**config.mk**
```make
export PLATFORM = sky130hd
export DESIGN_NAME = div_4_seq
export DESIGN_NICKNAME = d
export VERILOG_FILES = /design/src/rtl/div_4_seq.sv
export SDC_FILE = /design/constraint.sdc
export NUM_CORES = 1
export LEC_CHECK = 0
export BUFFER_PORTS_ARGS = -buffer_cell sky130_fd_sc_hd__buf_4
export CAP_MARGIN = 10
export CELL_PAD_IN_SITES_DETAIL_PLACEMENT = 0
export CELL_PAD_IN_SITES_GLOBAL_PLACEMENT = 1
export CORE_MARGIN = 2
export CORE_UTILIZATION = 41
export DETAILED_ROUTE_END_ITERATION = 10
export PLACE_DENSITY_LB_ADDON = 0.1
export SETUP_SLACK_MARGIN = 0.5
export SLEW_MARGIN = 5
export SYNTH_ARGS = -nofsm -noshare
export SYNTH_HDL_FRONTEND = slang
export SYNTH_SLANG_ARGS = --single-unit
```
**constraint.sdc**
```tcl
create_clock -name clk -period 1.98 [get_ports clk]
set_input_delay 0.099 -clock clk [delete_from_list [all_inputs] [get_ports clk]]
set_output_delay 0.099 -clock clk [all_outputs]
set_load 0.1 [all_outputs]
```
**src/rtl/div_4_seq.sv**
```systemverilog
// 4-bit unsigned sequential restoring divider: IDLE -> CALC (4 steps) -> DONE.
// Divide-by-zero skips CALC and reports quotient=F, remainder=a.
module div_4_seq (
    input  logic       clk,
    input  logic       rst,
    input  logic       start,
    input  logic [3:0] a,
    input  logic [3:0] b,
    output logic       busy,
    output logic       done,
    output logic [3:0] quotient,
    output logic [3:0] remainder,
    output logic       div_zero,
    output logic       zero
);

    typedef enum logic [1:0] {IDLE, CALC, DONE} state_t;

    state_t     state, state_nx;
    logic [1:0] step;
    logic [3:0] dvd, dsr, q_acc, pr;
    logic [4:0] pr_sh;
    logic       ge;
    logic [3:0] pr_nx, q_nx;

    // After each restore the remainder is < divisor, so it fits in 4 bits;
    // only the shifted value needs the 5th bit for the compare.
    assign pr_sh = {pr, dvd[3]};
    assign ge    = pr_sh >= {1'b0, dsr};
    assign pr_nx = ge ? (pr_sh[3:0] - dsr) : pr_sh[3:0];
    assign q_nx  = {q_acc[2:0], ge};

    always_ff @(posedge clk) begin
        if (rst) state <= IDLE;
        else     state <= state_nx;
    end

    always_comb begin
        state_nx = state;
        unique case (state)
            IDLE:    if (start) state_nx = (b == 4'd0) ? DONE : CALC;
            CALC:    if (step == 2'd3) state_nx = DONE;
            DONE:    state_nx = IDLE;
            default: state_nx = IDLE;
        endcase
    end

    always_comb begin
        busy = (state == CALC) || (state == DONE);
        done = (state == DONE);
    end

    always_ff @(posedge clk) begin
        if (rst) begin
            step      <= '0;
            dvd       <= '0;
            dsr       <= '0;
            q_acc     <= '0;
            pr        <= '0;
            quotient  <= '0;
            remainder <= '0;
            div_zero  <= 1'b0;
        end else begin
            unique case (state)
                IDLE: if (start) begin
                    dvd      <= a;
                    dsr      <= b;
                    pr       <= '0;
                    q_acc    <= '0;
                    step     <= '0;
                    div_zero <= 1'b0;
                    if (b == 4'd0) begin
                        quotient  <= 4'hF;
                        remainder <= a;
                        div_zero  <= 1'b1;
                    end
                end
                CALC: begin
                    dvd   <= {dvd[2:0], 1'b0};
                    pr    <= pr_nx;
                    q_acc <= q_nx;
                    step  <= step + 2'd1;
                    if (step == 2'd3) begin
                        quotient  <= q_nx;
                        remainder <= pr_nx;
                    end
                end
                default: ;
            endcase
        end
    end

    assign zero = (quotient == 4'd0);

endmodule

```
==> reports/metrics.csv, run 1 <==
metric;value;unit
routabilityCongestion;0.760;
p_per_area;759;mW/mm²
die-area;0.00396;mm²
clockRootBuffer;clkbuf_4;
cts_tree;built;
grt_use_total;18.2;%
wl_per_cell;13.7;µm
vias;1272;
synthToLayoutAreaGrowth;48.1;%
synth_area_leader_cell;dfxtp_1;
synth-xor-area-share;0.615;%
io_buffers;22;
hold_violations;0;
synth_compound_area_share;23.5;%
maxCapViolCount;0;
synth.cell_area;0.00142;mm²
firstDrtPassIters;3;
synth_top_family_by_area;compound AO/OA/AOI/OAI gates;
syn_nets;181;
leakage;0.823;nW
finalSetupViolations;0;
antenna_left;0;
critical_path_required;2260;ps
drive_gt1_share;51.7;%
drt_iter0_drc;40;
post-route-util;63.2;%
clockPowerShare;15.8;%
grt_pass1_vias;1228;
synth_top_area_share;39.4;%
fmax;610;MHz
pwr-share-comb;44.6;%
worstSetupPathType;reg -> reg;
antenna-diode-count;0;
grt_setup_unrepaired;yes;
fin_skew;5.41;ps
finalPower;1.60;mW
path_clk_slew;160;ps
power.internal;999;µW
period_share;82.8;%
yosys_register_bits;28;
design.core.area;0.00334;mm²
worstSetupStartpointType;register;
syn_area_per_cell;8.84;µm²
remaining_drc_errors;0;
wl;3420;µm
numCtsBuffers;3;
syn_inst;161;
antenna_found_initial;0;
initial_core_util;42.7;%
placed_cell_area;0.00180;mm²
final_net_count;224;
num_rows;21;
synth_edf_count;0;
grt_max_degree;28;
synth.area.top_cells;dfxtp_1 39%, ha_1 7.0%, nor2_1 5.5%, a211oi_1 4.2%, a311oi_2 4.2%;
synthFlopType;dfxtp_1;
critPathArrivalTime;1920;ps
hold_ws;14.5;ps
hpwl;2380;µm
seqPwrFrac;39.7;%
p_switching;602;µW
slew_viol_final;0;
sw_frac_of_total;37.6;%
crit_fanout;4;
ys_seq_area_share;39.4;%
cp_slowest_stage_delay;360;ps
synth_fa_ha_area_share;8.44;%
io_pins;23;
cp_cell_sequence;inv_2 -> ha_4 -> o21ai_4 -> a22oi_2 -> mux2_4 -> a211oi_2;
status;finished clean;
yosysWarnings;0;
end_kind;register;
cpMaxStageDelayCell;dfxtp_2;
period_needed;1640;ps
maxSlewHeadroom;65.8;%
grt-ovfl-total;0;
clock_sinks;28;
postLayoutCellArea;0.00211;mm²
grt_pass1_wl;5690;µm
vdd_drop_max;0.000504;V
htreeDepth;1;
clk_latency;340;ps
synth_mux_area_share;5.10;%
die_h;62.9;µm
async_reset_ff_share;0;%
die_w;62.9;µm
fin_tns_setup;0;ps
synthSimpleGateAreaFrac;17.5;%
yosysUniqueCellTypes;32;
tightestPinTransition;508;ps
clockBufferDepth;2;
hp-class;in -> reg;
vias_per_cell;5.11;
per-layer routing:
| layer | GRT usage [%] | vias up | routed length, µm |
|---|---|---|---|
| li1 | - | 662 | - |
| met1 | 23.7 | 588 | 1640 |
| met2 | 29.9 | 17 | 1630 |
| met3 | 3.60 | 5 | 104 |
| met4 | 5.83 | 0 | 46 |
| met5 | 0 | - | 0 |
power by group through the flow:
stage	clock network (mW)	logic (mW)	registers [mW]
final	0.252	0.714	0.635
after detailed placement	0	0.536	0.641
after global placement	0	0.531	0.639
after floorplan	0	0.405	0.663
after global routing	0.286	0.768	0.639
after CTS	0.264	0.599	0.632
critical path: cells and delay by family (launching register included):
kind / cells / cell delay [ps]
DFF: 1 / 360
AOI/OAI and AO/OA: 3 / 540
adders and majority gates: 1 / 270
muxes: 1 / 360
buffers and inverters: 1 / 50
synth_stat cells, types with 4 or more instances:
cell and n:
o21ai_0 8, nand2_1 15, dfxtp_1 28, a311oi_2 4, clkbuf_1 4, nor2_1 21
ha_1 8, inv_1 11, mux2i_1 5, a211oi_1 8, nand3_1 5, a21oi_1 10
sequential cells by signal, summed over array words and instances (netlist names):
name and count:
dsr 4, dvd 4, pr 4, quotient 4, remainder 4, q_acc 3
state 2, step 2, div_zero 1
what timing repair did:
item / CTS / global route
gates cloned: 0 / 0
buffers inserted: 7 / 12
pin swaps: 6 / 10
hold buffers: 0 / 0
endpoints found under the setup margin: 19 / 17
resized for setup: 15 / 28
hold endpoints to repair: 0 / 0
layout by cell type (no fill, tap or decap), drive strengths merged, types with 3 or more instances in the layout:
master  instances
nor2b           3
a32oi           3
a21oi          10
buf            46
nand3           5
dfxtp          28
nor4            3
o21ai           8
a311oi          4
nor2           21
ha              8
inv            11
a211oi          8
o21bai          3
nand2          15
mux2i           5
clkbuf          3
stage by stage:
stage                     setup slack [ps]  cells
final                                  340    249
after global routing                   279    249
after CTS                              334    237
after detailed placement               186    226
after global placement                 202    226
after floorplan                        305    161
layout make-up:
type | instances | area (µm²)
clock inverters | 1 | 3.75
flip-flops and latches | 28 | 586
inverters | 11 | 46.3
clock buffers | 3 | 22.5
repair buffers | 46 | 380
well taps | 46 | 57.6
fillers | 306 | 1230
multi-input cells | 114 | 1010
final timing paths:
kind           from      endpoint  slack (ps)  cells after the start
max          dvd[3]  remainder[0]         340                      6
min            b[0]        dsr[0]          10                      3
max reg2reg  dvd[3]  remainder[0]         340                      6
min reg2reg  dsr[2]        dsr[2]         470                      2
cells by family (layout without fill, tap and decap cells):
| kind of cell | Yosys count | in the layout |
|---|---|---|
| AOI/OAI and AO/OA | 43 | 43 |
| xor gates and xnor gates | 1 | 1 |
| adders and majority gates | 9 | 9 |
| buffers and inverters | 19 | 61 |
| DFF | 28 | 28 |
| muxes | 7 | 7 |
| and+or+nand+nor | 54 | 54 |
Power figures use the tool's default switching activity.
==> inputs of run 2 (changes only) <==
--- a/config.mk
+++ b/config.mk
@@ -5,12 +5,13 @@
 export SDC_FILE = /design/constraint.sdc
 export NUM_CORES = 1
 export LEC_CHECK = 0
+export ABC_AREA = 1
 export BUFFER_PORTS_ARGS = -buffer_cell sky130_fd_sc_hd__buf_4
 export CAP_MARGIN = 10
 export CELL_PAD_IN_SITES_DETAIL_PLACEMENT = 0
 export CELL_PAD_IN_SITES_GLOBAL_PLACEMENT = 1
 export CORE_MARGIN = 2
-export CORE_UTILIZATION = 41
+export CORE_UTILIZATION = 40
 export DETAILED_ROUTE_END_ITERATION = 10
 export PLACE_DENSITY_LB_ADDON = 0.1
 export SETUP_SLACK_MARGIN = 0.5
==> constraint.sdc (replaced) <==
create_clock -name clk -period 1.6 [get_ports clk]
set_input_delay 0.08 -clock clk [delete_from_list [all_inputs] [get_ports clk]]
set_output_delay 0.08 -clock clk [all_outputs]
set_load 0.1 [all_outputs]
==> run 2 against run 1 <==
Synthesized cell count is 25% higher. Combinational power rose to 2.6 times the previous value. Hold slack better by 63 ps. Clock power is 120% higher. Area after synthesis increased by 6.3%. Register-to-register slack worse by 250 ps. Total power increased by 110%. Setup slack got worse by 250 ps. Flip-flop and latch count is the same. Clock skew is 1.9 ps lower. Critical path type unchanged.
==> reports/metrics.csv, run 2 <==
metric;value;unit
status;finished clean;
hold_depth;3;
grt_pass1_vias;1385;
grt-ovfl-total;0;
synth.area.top_cells;dfxtp_1 37%, inv_1 6.9%, nand2_1 6.9%, ha_1 6.6%, nand3_1 5.6%;
pre_cts_ws;-2.11;ps
leakage;1.09;nW
die_w;65.5;µm
synthFlopType;dfxtp_1;
worstSetupPathType;reg -> reg;
syn_inst;202;
synth-xor-area-share;0.579;%
htreeDepth;1;
worstSetupStartpointType;register;
mostFrequentLayoutCell;buf_4;
synth.cell_area;0.00151;mm²
end_kind;register;
die_h;65.5;µm
yosysWarnings;0;
nFillCells;277;
wl_per_cell;13.7;µm
critPathArrivalTime;1690;ps
grt_use_total;18.0;%
synth_fa_ha_area_share;7.93;%
fin_skew;3.52;ps
clk_latency;280;ps
antenna_left;0;
finalSetupViolations;0;
hpwl;2560;µm
design.core.area;0.00366;mm²
async_reset_ff_share;0;%
die-area;0.00429;mm²
synth_common_cells;28 x dfxtp_1, 28 x inv_1, 28 x nand2_1;
syn_nets;222;
io_buffers;22;
p_per_area;1300;mW/mm²
tightestPinTransition;533;ps
routabilityCongestion;0.785;
cts_tree;built;
ys_seq_area_share;37.0;%
period_needed;1510;ps
synth_mux_area_share;0;%
post_layout_nonfiller_instances;297;
vdd_drop_max;0.000840;V
hold_buffers;0;
synthSimpleGateAreaFrac;27.1;%
yosys_register_bits;28;
clockRootBuffer;clkbuf_8;
maxCapViolCount;0;
antenna_found_initial;0;
critical_path_required;1790;ps
reg2regPathDepth;10;
vias;1483;
final_net_count;270;
firstDrtPassIters;4;
slew_viol_final;0;
drt_iter0_drc;37;
placed_cell_area;0.00189;mm²
synth_top_family_by_area;simple AND/OR/NAND/NOR gates;
crit_fanout;5;
postLayoutCellArea;0.00254;mm²
remaining_drc_errors;0;
grt_setup_unrepaired;yes;
initial_core_util;41.4;%
synth_area_leader_cell;dfxtp_1;
yosysUniqueCellTypes;31;
grt_pass1_wl;6110;µm
dp.cells;269;
path_clk_slew;100;ps
maxSlewHeadroom;64.4;%
r2r_slack;90;ps
fmax;663;MHz
vias_per_cell;4.99;
synthToLayoutAreaGrowth;67.9;%
numCtsBuffers;3;
setup_ws;91.6;ps
clock_sinks;28;
clockBufferDepth;2;
fin_tns_setup;0;ps
synth_top_area_share;37.0;%
multiInputGateArea;0.00117;mm²
drive_gt1_share;59.8;%
regArea;592;µm²
io_pins;23;
synth_compound_area_share;14.8;%
wl;4070;µm
grt_max_degree;18;
syn_area_per_cell;7.49;µm²
final_cell_mix;32 x buf_4, 19 x inv_1, 16 x nand2_1, 15 x dfxtp_1, 13 x o21ai_1;
synth_edf_count;0;
hold_violations;0;
period_share;94.3;%
antenna-diode-count;0;
hp-class;in -> reg;
num_rows;22;
## run 2: layer usage
metal,GRT usage [%],routed length (µm)
met4,3.91,29
met1,23.1,1830
met3,2.57,73
met5,0,0
met2,32.0,2130
## run 2: cells by family (layout without fill, tap and decap cells)
| logic type | after synthesis | in the layout |
|---|---|---|
| AO/OA/AOI/OAI | 40 | 40 |
| XOR/XNOR | 1 | 1 |
| adder cells (fa/ha/maj) | 9 | 9 |
| buffers and inverters | 43 | 89 |
| flip-flops | 28 | 28 |
| AND/OR/NAND/NOR | 81 | 82 |
## run 2: critical path: stages, from the launching register on
cell     delay, ps
dfxtp_4        360
inv_4           70
ha_4           140
inv_4           50
or2_4          280
nand2_4        110
nand2_8        110
nor2_2         120
nand3_2         90
nand2_1         60
inv_1           30
## run 2: final timing paths
kind | from | endpoint
setup reg to reg | state[1] | remainder[0]
hold / removal | b[2] | dsr[2]
hold reg to reg | q_acc[2] | q_acc[2]
setup / recovery | state[1] | remainder[0]
## run 2: where the power goes
| part | leakage, nW | switching [mW] | total [mW] | internal [mW] |
|---|---|---|---|---|
| registers | 0.236 | 0.0781 | 0.872 | 0.794 |
| logic | 0.818 | 1.11 | 1.86 | 0.749 |
| clock network | 0.0357 | 0.231 | 0.566 | 0.335 |
## run 2: area by class of cell
type | count | share of cell area, %
clock buffers | 3 | 1.62
clock inverters | 1 | 1.18
inverters | 37 | 6.89
multi-input cells | 132 | 46.0
flip-flops and latches | 28 | 23.3
well taps | 48 | 2.36
repair buffers | 48 | 18.6
## run 2: through the flow
stage / hold WS [ps] / util, % / total power [mW]
6_report: 77.1 / 69.4 / 3.30
5_1_grt: 87.9 / 69.4 / 3.45
4_1_cts: 71.9 / 59.6 / 2.88
3_5_place_dp: 361 / 51.6 / 2.07
3_3_place_gp: 353 / 51.6 / 2.05
2_1_floorplan: 221 / - / 1.88
## run 2: what timing repair did
item                                    4_1_cts  5_1_grt
setup buffers                                10       13
pin swaps                                    16       16
gates resized for setup                      38       59
gates cloned                                  0        1
endpoints found under the setup margin       28       35
